<file path="src/rtl/periph_csb_pkg.sv">
// periph_csb_pkg: shared types and helpers for the periph-to-CSB tracked bridge
package periph_csb_pkg;
  typedef enum logic [1:0] {RD = 2'd0, NPW = 2'd1, LOC = 2'd2} entry_kind_e;
  localparam int ERR_SPURIOUS = 0;
  localparam int ERR_TYPE = 1;
  localparam int ERR_BE = 2;
  function automatic entry_kind_e entry_kind(input logic in_win, input logic write, input logic posted);
    return !in_win ? LOC : !write ? RD : posted ? LOC : NPW;
  endfunction
endpackage

</file>
<file path="src/rtl/csb_tracker_fifo.sv">
// csb_tracker_fifo: in-order tracker FIFO with wrap-bit full/empty detection
module csb_tracker_fifo #(
  parameter int W = 8,
  parameter int DEPTH = 4
) (
  input  logic         clk,
  input  logic         rst,
  input  logic         push,
  input  logic         pop,
  input  logic [W-1:0] din,
  output logic [W-1:0] dout,
  output logic         full,
  output logic         empty
);
  localparam int AW = $clog2(DEPTH);
  logic [W-1:0] mem [DEPTH];
  logic [AW:0] wr_ptr, rd_ptr;
  assign empty = wr_ptr == rd_ptr;
  assign full = (wr_ptr[AW] != rd_ptr[AW]) && (wr_ptr[AW-1:0] == rd_ptr[AW-1:0]);
  assign dout = mem[rd_ptr[AW-1:0]];
  // pointer update; the extra top bit tracks wraps
  always_ff @(posedge clk or posedge rst) begin
    if (rst) begin
      wr_ptr <= '0;
      rd_ptr <= '0;
    end else begin
      if (push && !full) wr_ptr <= wr_ptr + 1'b1;
      if (pop && !empty) rd_ptr <= rd_ptr + 1'b1;
    end
  end
  // entry storage needs no reset; validity comes from the pointers
  always_ff @(posedge clk) begin
    if (push && !full) mem[wr_ptr[AW-1:0]] <= din;
  end
endmodule

</file>
<file path="src/rtl/periph_to_csb_tracked.sv">
// periph_to_csb_tracked: HWPE periph to NVDLA CSB bridge with in-order response tracking
module periph_to_csb_tracked
  import periph_csb_pkg::*;
#(
  parameter int          ID_WIDTH  = 1,
  parameter int          DEPTH     = 4,
  parameter logic [31:0] BASE_ADDR = 32'h0000_0000,
  parameter int          CSB_AW    = 16,
  parameter bit          POSTED_WR = 1'b1,
  parameter logic [31:0] ERR_DATA  = 32'hDEAD_BEEF
) (
  input  logic                clk,
  input  logic                rst,
  input  logic                periph_req_i,
  input  logic [31:0]         periph_add_i,
  input  logic                periph_wen_i,
  input  logic [3:0]          periph_be_i,
  input  logic [31:0]         periph_data_i,
  input  logic [ID_WIDTH-1:0] periph_id_i,
  output logic                periph_gnt_o,
  output logic [31:0]         periph_r_data_o,
  output logic                periph_r_valid_o,
  output logic [ID_WIDTH-1:0] periph_r_id_o,
  output logic                csb_valid_o,
  input  logic                csb_ready_i,
  output logic [CSB_AW-1:0]   csb_addr_o,
  output logic [31:0]         csb_wdat_o,
  output logic                csb_write_o,
  output logic                csb_nposted_o,
  input  logic                csb_r_valid_i,
  input  logic [31:0]         csb_r_data_i,
  input  logic                csb_wr_complete_i,
  output logic [2:0]          err_o
);
  typedef struct packed {
    logic [ID_WIDTH-1:0] id;
    entry_kind_e         kind;
    logic [31:0]         local_data;
  } tracker_entry_t;
  tracker_entry_t din, head;
  entry_kind_e kind;
  logic [31:0] off;
  logic [2:0] err_set;
  logic in_window, is_write, full, empty, pop, head_loc, head_trk, rsp_ok;
  assign off = periph_add_i - BASE_ADDR;
  assign in_window = {1'b0, off} < (33'd4 << CSB_AW);
  assign is_write = !periph_wen_i;
  assign kind = entry_kind(in_window, is_write, POSTED_WR);
  assign din = '{id: periph_id_i, kind: kind, local_data: in_window ? 32'h0 : ERR_DATA};
  assign periph_gnt_o = !rst && periph_req_i && !full && (kind == LOC || csb_ready_i);
  assign csb_valid_o = !rst && periph_req_i && !full && in_window;
  assign csb_addr_o = off[CSB_AW+1:2];
  assign csb_wdat_o = periph_data_i;
  assign csb_write_o = is_write;
  assign csb_nposted_o = is_write && !POSTED_WR;
  assign head_loc = !empty && head.kind == LOC;
  assign head_trk = !empty && head.kind != LOC;
  assign rsp_ok = head_trk && csb_r_valid_i;
  assign pop = head_loc || rsp_ok;
  assign err_set[ERR_SPURIOUS] = csb_r_valid_i && !head_trk;
  assign err_set[ERR_TYPE] = rsp_ok && (csb_wr_complete_i != (head.kind == NPW));
  assign err_set[ERR_BE] = periph_gnt_o && is_write && periph_be_i != 4'hF;
  csb_tracker_fifo #(.W($bits(tracker_entry_t)), .DEPTH(DEPTH)) u_fifo (
    .clk(clk), .rst(rst), .push(periph_gnt_o), .pop(pop), .din(din), .dout(head), .full(full), .empty(empty)
  );
  // response register: one-cycle valid pulse, data and id held between completions
  always_ff @(posedge clk or posedge rst) begin
    if (rst) begin
      periph_r_valid_o <= 1'b0;
      periph_r_data_o <= '0;
      periph_r_id_o <= '0;
      err_o <= '0;
    end else begin
      periph_r_valid_o <= pop;
      if (pop) begin
        periph_r_id_o <= head.id;
        periph_r_data_o <= head_loc ? head.local_data : csb_r_data_i;
      end
      err_o <= err_o | err_set;
    end
  end
endmodule
</file>
<file path="config.mk">
export PLATFORM = sky130hd
export DESIGN_NAME = periph_to_csb_tracked
export DESIGN_NICKNAME = d
export VERILOG_FILES = /design/src/rtl/periph_csb_pkg.sv /design/src/rtl/csb_tracker_fifo.sv /design/src/rtl/periph_to_csb_tracked.sv
export SDC_FILE = /design/constraint.sdc
export NUM_CORES = 1
export LEC_CHECK = 0
export BUFFER_PORTS_ARGS = -buffer_cell sky130_fd_sc_hd__buf_4
export CAP_MARGIN = 20
export CORE_MARGIN = 2
export CORE_UTILIZATION = 42
export DETAILED_ROUTE_END_ITERATION = 7
export GPL_ROUTABILITY_DRIVEN = 0
export PLACE_DENSITY = 0.81
export SYNTH_ARGS = -nofsm -noshare
export SYNTH_HDL_FRONTEND = slang
export SYNTH_SLANG_ARGS = --single-unit
</file>
<file path="constraint.sdc">
create_clock -name clk -period 2.4 [get_ports clk]
set_input_delay 0.24 -clock clk [delete_from_list [all_inputs] [get_ports clk]]
set_output_delay 0.24 -clock clk [all_outputs]
set_load 0.01 [all_outputs]
</file>
==> impl_results.md, run 1 <==
- Share of layout cells above drive strength 1: 0.3793
- Initial Utilization: 0.4415
- Detailed Route Iter0 Violations: 64
- Largest net degree at the start of global routing: 44
- Hold WS: 0.08524 ns
- Avg Inst Size Synth: between 10 and 15 sq um
- Via density: about 5.1
- CTS tree: done
- Cell with the largest stage delay on the worst path: dfrtp_1
- Static leakage: 1.521 nW
- Post-Syn Area: about 2800 sq um
- Fill cells: around 600
- Worst-margin pin slew: around 0.85 ns
- Total CTS buffers: 5
- Count of hold buffers inserted by post-cts repair: 0
- Wire per inst: ~14 um
- Crit path kind: flop to primary output
- Relative slew slack: 0.4364
- Worst Reg-to-Reg Cells: 4
- Post-Route WL: between 5000 and 6000 um
- Hold/Removal Path Class: input pin to asynchronous set/reset pin
- 1st-pass router iterations: 4
- Die width: ~86 um
- Synthesis-stage register bit count: 55
- Clock-pin slew of the registers on the worst-case setup and hold paths: 0.10 ns
- Fin Setup TNS: 0 ns
- Synthesized Nets: about 380
- Drt drc: 0
- Max Root-Sink Buffers: 2
- Sequential fraction of the synthesis area: 0.5066
- GRT Total Usage: 0.1602
- First-pass GRT wire length: 9404 um
- Htree depth: 2
- Worst Setup Start Kind: flop
- Peak supply drop: just over 0.5 mV
- Count of input and output buffers: 97
- Min cycle time layout: 2.237 ns
- Crit share post-route: 0.9322
- Final Max Tran Viols: 0
- Crit-path cells: xor2_1 -> o311a_1 -> o31a_1 -> buf_4
- Num Clock Sinks: 55
- Final Hold Viols: 0
- Number of diodes: 0
- Syn Inst Count: 271
- # Post-CTS Setup Buffers: 0
- Required time of the critical path: around 2.2 ns
- Post-route ant nets: 0
- Vias in the first global route: 2027
- Worst reg2reg path startpoint: u_fifo.rd_ptr[1]$_DFFE_PP0P_
- Final setup viols: 0
- Vias: about 2000
- Clk_skew: around 0.014 ns
- Placement row count: 29
- Arr. time, crit path: ~2 ns
- FFs w/ async S/R, synth: 0.7818
- Area occupied by multi-input gates: approximately 920 sq um
- RSZ-0062 raised after global routing: no
- Critical path launch point: u_fifo.rd_ptr[1]$_DFFE_PP0P_
- Die Area: between 7000 and 8000 sq um
- Status: completed
- Yosys warns: 0
- Worst reg2reg endpoint: u_fifo.mem[1][34]$_DFFE_PP_
- EDFF count, synth: 12
- Top FF cell, synth: dfrtp_1
- Max-Cap Viols: 0
- Clk_lat worst skew: around 0.30 ns
- Post-layout util: 0.5202
- Grt total ovfl: 0
- # nets final: approximately 430
- Die height: around 86 um
- Core area: 6422 sq um
- FMAX: around 450 MHz
- R2r setup slk: between 0.3 and 0.4 ns
- Slowest Stage Delay on Critical Path: about 0.58 ns
- Register Area: around 1400 sq um
- Resized cells post-CTS: 0
- Power per cell area: approximately 1300 nW/um^2
- DP Wirelength: between 4000 and 5000 um
- Yosys cell types: 33
- Final Power: 4.216 mW
- Root Buffer Master: clkbuf_8
- Initial antenna violation count: 0
- Area grow syn2layout: 17.83%
- Type of destination of the critical path: primary output
- Io pins: between 150 and 200
- Worst-path fanout max: 9
-- area by class of cell --
cell class                      instances  area share
Multi-Input combinational cell        145      0.2768
Inverter                                9     0.01011
Tap cell                               77     0.02884
Timing Repair Buffer                  103      0.2307
Clock buffer                            6     0.02172
Clock inverter                          1    0.001873
Sequential cell                        55      0.4300
-- cells in the mapped netlist, types with 4 or more instances --
| master | n | share of area |
|---|---|---|
| buf_4 | 49 | 0.13 |
| dfrtp_1 | 43 | 0.38 |
| nand2_1 | 43 | 0.057 |
| o21ai_0 | 31 | 0.055 |
| a21oi_1 | 23 | 0.041 |
| edfxtp_1 | 12 | 0.13 |
| inv_1 | 9 | 0.012 |
| buf_2 | 7 | 0.012 |
| xnor2_1 | 7 | 0.022 |
| and2_1 | 5 | 0.011 |
| ha_1 | 5 | 0.022 |
| clkbuf_1 | 4 | 0.0053 |
| mux2_2 | 4 | 0.016 |
-- worst max path at each step --
stage / slack, ns / cells past startpoint / to
2_1_floorplan: 0.09 / 4 / u_fifo.mem[0][31]$_DFFE_PP_
3_3_place_gp: 0.32 / 4 / periph_r_data_o[17]$_DFFE_PP0N_
3_5_place_dp: 0.27 / 4 / periph_r_data_o[4]$_DFFE_PP0N_
4_1_cts: 0.16 / 4 / periph_gnt_o
5_1_grt: 0.02 / 4 / periph_gnt_o
6_report: 0.16 / 4 / periph_gnt_o
-- kinds of logic (layout without fill, tap and decap cells) --
logic type      count (synthesis)  after routing  share of synthesized area
buf+inv                        71            119                     0.1672
simple gates                   56             56                    0.08561
compound gates                 64             64                     0.1395
xor+xnor                       10             10                    0.03089
flops                          55             55                     0.5066
fa+ha+maj                       5              5                    0.02207
mux                             9              9                    0.04678
other cells                     1              1                   0.001323
-- per-stage QoR --
stage	instances	area, sq um	setup WS, ns
2_1_floorplan	271	2835	0.08843
3_3_place_gp	388	3257	0.3201
3_5_place_dp	388	3257	0.2654
4_1_cts	395	3336	0.1559
5_1_grt	396	3341	0.02037
6_report	396	3341	0.1627
-- registers in the layout (all words and copies together), names as in the netlist --
signal,flops
periph_r_data_o,32
err_o,3
u_fifo.rd_ptr,3
periph_r_valid_o,1
u_fifo.mem,12
u_fifo.wr_ptr,3
periph_r_id_o,1
-- placed cells by master, fill, tap and decap left out, types with 2 or more instances in the layout --
cell type / instances
nand2_1: 43
nor4_1: 3
xor2_1: 3
ha_1: 5
edfxtp_1: 12
mux2i_1: 2
dfrtp_1: 43
xnor2_1: 7
clkbuf_8: 5
a21oi_1: 23
a21o_1: 2
mux2_2: 4
o21ai_0: 31
buf_4: 102
inv_1: 8
mux4_2: 3
and2_1: 5
-- report_power, final --
group	internal, mW	leakage, nW	switching (mW)
logic	0.984	0.849	1.18
registers	1.32	0.630	0.255
clock network	0.201	0.0416	0.275
-- worst max-delay path, delay by kind of cell, from the launching register on --
kind            cells  cell delay [ns]
xor+xnor            1             0.36
flops               1             0.58
compound gates      2             0.58
buf+inv             1             0.16
-- per-layer routing --
metal | vias up | track usage | part of all wire | wire [um]
li1 | 957 | - | - | -
met1 | 947 | 0.1773 | 0.39 | 2253
met2 | 90 | 0.2868 | 0.52 | 3001
met3 | 16 | 0.05005 | 0.068 | 388
met4 | 0 | 0.05916 | 0.014 | 79
met5 | - | 0 | 0 | 0
(Power assumes the default switching activity.)
==> run 2: changes to the inputs <==
- PLACE_DENSITY: 0.81 -> 0.88
==> run 2 against run 1 <==
Against the previous run: worst hold slack gained 0.028 ns; count of clock-buffer cells in the layout grew 1; wire length grew 0.91%; non-clock buffer count shrank 1; cell count is the same; die area is the same; maximum frequency grew 1.0%; sequential cell count is the same; sequential power is essentially flat; clock power grew 25%; critical endpoint unchanged; largest cell class unchanged; largest power group unchanged; highest routed layer unchanged.
==> impl_results.md, run 2 (synthesized netlist as in run 1, its figures left out) <==
- Crit-path cells: xor2_1 -> o311a_1 -> o31a_1 -> buf_4 (unchanged)
- # Post-CTS Setup Buffers: 0 (unchanged)
- Area grow syn2layout: 19.06% (was 17.83%)
- Largest net degree at the start of global routing: 44 (unchanged)
- DP Area: 3249 sq um (was 3257 sq um)
- Clk_skew: 0.01026 ns (was 0.01420 ns)
- Highest routed layer: met4 (unchanged)
- # nets final: 431 (was 432)
- Initial Utilization: 0.4415 (unchanged)
- Htree depth: 2 (unchanged)
- Share of layout cells above drive strength 1: 0.3887 (was 0.3793)
- Relative slew slack: 0.4751 (was 0.4364)
- Placed cells: 387 (was 388)
- Initial antenna violation count: 0 (unchanged)
- Post-route ant nets: 0 (unchanged)
- Type of destination of the critical path: primary output (unchanged)
- Final instance area: 3376 sq um (was 3341 sq um)
- Num Clock Sinks: 55 (unchanged)
- Drt drc: 0 (unchanged)
- Die width: 86.16 um (unchanged)
- Peak supply drop: 0.4795 mV (was 0.5129 mV)
- Final Hold Viols: 0 (unchanged)
- CTS tree: done (unchanged)
- Min cycle time layout: 2.215 ns (was 2.237 ns)
- Metal3 WL: 437 um (was 388 um)
- DP Wirelength: 4419 um (was 4358 um)
- Commonest non-fill, non-tap cell in the layout: buf_4 (unchanged)
- Core area: 6422 sq um (unchanged)
- Worst Setup Start Kind: flop (unchanged)
- Fin Setup TNS: 0 ns (unchanged)
- RSZ-0062 raised after global routing: no (unchanged)
- Vias: 2002 (was 2010)
- DR WL met2: 3061 um (was 3001 um)
- Worst-margin pin slew: 0.7873 ns (was 0.8454 ns)
- Wire per inst: 14.58 um (was 14.45 um)
- Count of hold buffers inserted by post-cts repair: 0 (unchanged)
- Slowest Stage Delay on Critical Path: 0.51 ns (was 0.58 ns)
- Total CTS buffers: 5 (unchanged)
- Largest Register: periph_r_data_o (unchanged)
- Worst-path fanout max: 8 (was 9)
- Fill cells: 562 (was 603)
- Commonest cells after routing, fill and taps aside: buf_4 (101), nand2_1 (43), dfrtp_1 (42) (was buf_4 (102), nand2_1 (43), dfrtp_1 (43))
- Hold/Removal Path Class: input pin to asynchronous set/reset pin (unchanged)
- M1 WL: 2186 um (was 2253 um)
- GRT Total Usage: 0.1547 (was 0.1602)
- Arr. time, crit path: 1.97 ns (was 2.00 ns)
- Critical path launch point: u_fifo.rd_ptr[0]$_DFFE_PP0P_ (was u_fifo.rd_ptr[1]$_DFFE_PP0P_)
- Worst reg2reg path startpoint: u_fifo.rd_ptr[0]$_DFFE_PP0P_ (was u_fifo.rd_ptr[1]$_DFFE_PP0P_)
- Max reg flops: 32 (unchanged)
- Root Buffer Master: clkbuf_8 (unchanged)
- Final setup viols: 0 (unchanged)
- Detailed Route Iter0 Violations: 66 (was 64)
- Io pins: 197 (unchanged)
- Final Max Tran Viols: 0 (unchanged)
- Die Area: 7424 sq um (unchanged)
- Placement row count: 29 (unchanged)
- Count of input and output buffers: 97 (unchanged)
- Vias in the first global route: 2001 (was 2027)
- Grt total ovfl: 0 (unchanged)
- Clock-pin slew of the registers on the worst-case setup and hold paths: 0.10 ns (about the same)
- First-pass GRT wire length: 9032 um (was 9404 um)
- Cell with the largest stage delay on the worst path: dfrtp_2 (was dfrtp_1)
- Worst reg2reg endpoint: u_fifo.mem[1][34]$_DFFE_PP_ (unchanged)
- Required time of the critical path: 2.16 ns (about the same)
- Post-Route WL: 5774 um (was 5722 um)
- Status: completed (unchanged)
- Crit share post-route: 0.9228 (was 0.9322)
- Worst Reg-to-Reg Cells: 4 (unchanged)
- Static leakage: 1.534 nW (was 1.521 nW)
- Max Root-Sink Buffers: 2 (unchanged)
- Die height: 86.16 um (unchanged)
- Final Non-Filler Cells: 396 (unchanged)
- Number of diodes: 0 (unchanged)
- Clk_lat worst skew: 0.31 ns (was 0.30 ns)
- R2r setup slk: 0.35 ns (was 0.31 ns)
- Crit path kind: flop to primary output (unchanged)
- Power per cell area: 1283 nW/um^2 (was 1262 nW/um^2)
- 1st-pass router iterations: 4 (unchanged)
- Worst setup path end: periph_gnt_o (unchanged)
- Max-Cap Viols: 0 (unchanged)
- Via density: 5.056 (was 5.076)
- FMAX: 451.5 MHz (was 447.0 MHz)
[run 2: changes by cell type in the layout (fill, tap and decap cells not counted), sizes merged]
cell / previous run / this run
clkinv: 0 / 1
buf: 103 / 102
clkbuf: 6 / 7
inv: 10 / 9
[run 2: area by class of cell]
class	instances	area (sq um)	area share
Clock inverter	1	5.005	0.001483
Tap cell	77	96.34	0.02854
Clock buffer	7	107.6	0.03188
Timing Repair Buffer	102	763.2	0.2261
Multi-Input combinational cell	145	932.1	0.2761
Inverter	9	33.78	0.01001
Sequential cell	55	1438	0.4259
[run 2: how the worst min path moves through the flow]
stage | to | cells after the start | from | slack [ns]
after global routing | err_o[1]$_DFF_PP0_ | 2 | csb_wr_complete_i | 0.12
after detailed placement | err_o[0]$_DFF_PP0_ | 1 | err_o[0]$_DFF_PP0_ | 0.45
after global placement | err_o[1]$_DFF_PP0_ | 1 | err_o[1]$_DFF_PP0_ | 0.44
after floorplan | u_fifo.mem[0][34]$_DFFE_PP_ | 0 | periph_id_i | 0.34
final | u_fifo.wr_ptr[2]$_DFFE_PP0N_ | 3 | rst | 0.11
after CTS | periph_r_data_o[8]$_DFFE_PP0N_ | 3 | csb_r_data_i[8] | 0.12
[run 2: timing repair]
| action | in CTS | in global routing |
|---|---|---|
| gates resized for setup | 0 | 2 |
| endpoints found under the setup margin | 0 | 2 |
| hold endpoints to repair | 0 | 0 |
[run 2: metrics by stage]
| step | power, mW | hold WS (ns) | setup slack, ns | utilization |
|---|---|---|---|---|
| 2_1_floorplan | 3.084 | 0.3389 | 0.08843 | - |
| 3_5_place_dp | 3.777 | 0.4471 | 0.1639 | 0.5059 |
| 4_1_cts | 4.362 | 0.1224 | 0.07221 | 0.5235 |
| 3_3_place_gp | 3.644 | 0.4413 | 0.2665 | 0.5059 |
| 6_report | 4.331 | 0.1134 | 0.1854 | 0.5256 |
| 5_1_grt | 4.697 | 0.1197 | 0.04792 | 0.5256 |
[run 2: per-layer routing]
layer	GRT usage	vias up
met2	0.2833	83
met5	0	-
met3	0.04812	15
li1	-	956
met1	0.1713	948
met4	0.04473	0
[run 2: power breakdown]
group	leakage, nW	internal (mW)	switching [mW]
registers	0.629	1.32	0.267
logic	0.846	0.977	1.17
clock network	0.0594	0.296	0.300
[run 2: worst max-delay path, delay by kind of cell (launching register included)]
| kind | cells | cell delay (ns) |
|---|---|---|
| AOI/OAI and AO/OA | 2 | 0.59 |
| DFF | 1 | 0.51 |
| xor gates and xnor gates | 1 | 0.40 |
| buffers and inverters | 1 | 0.17 |
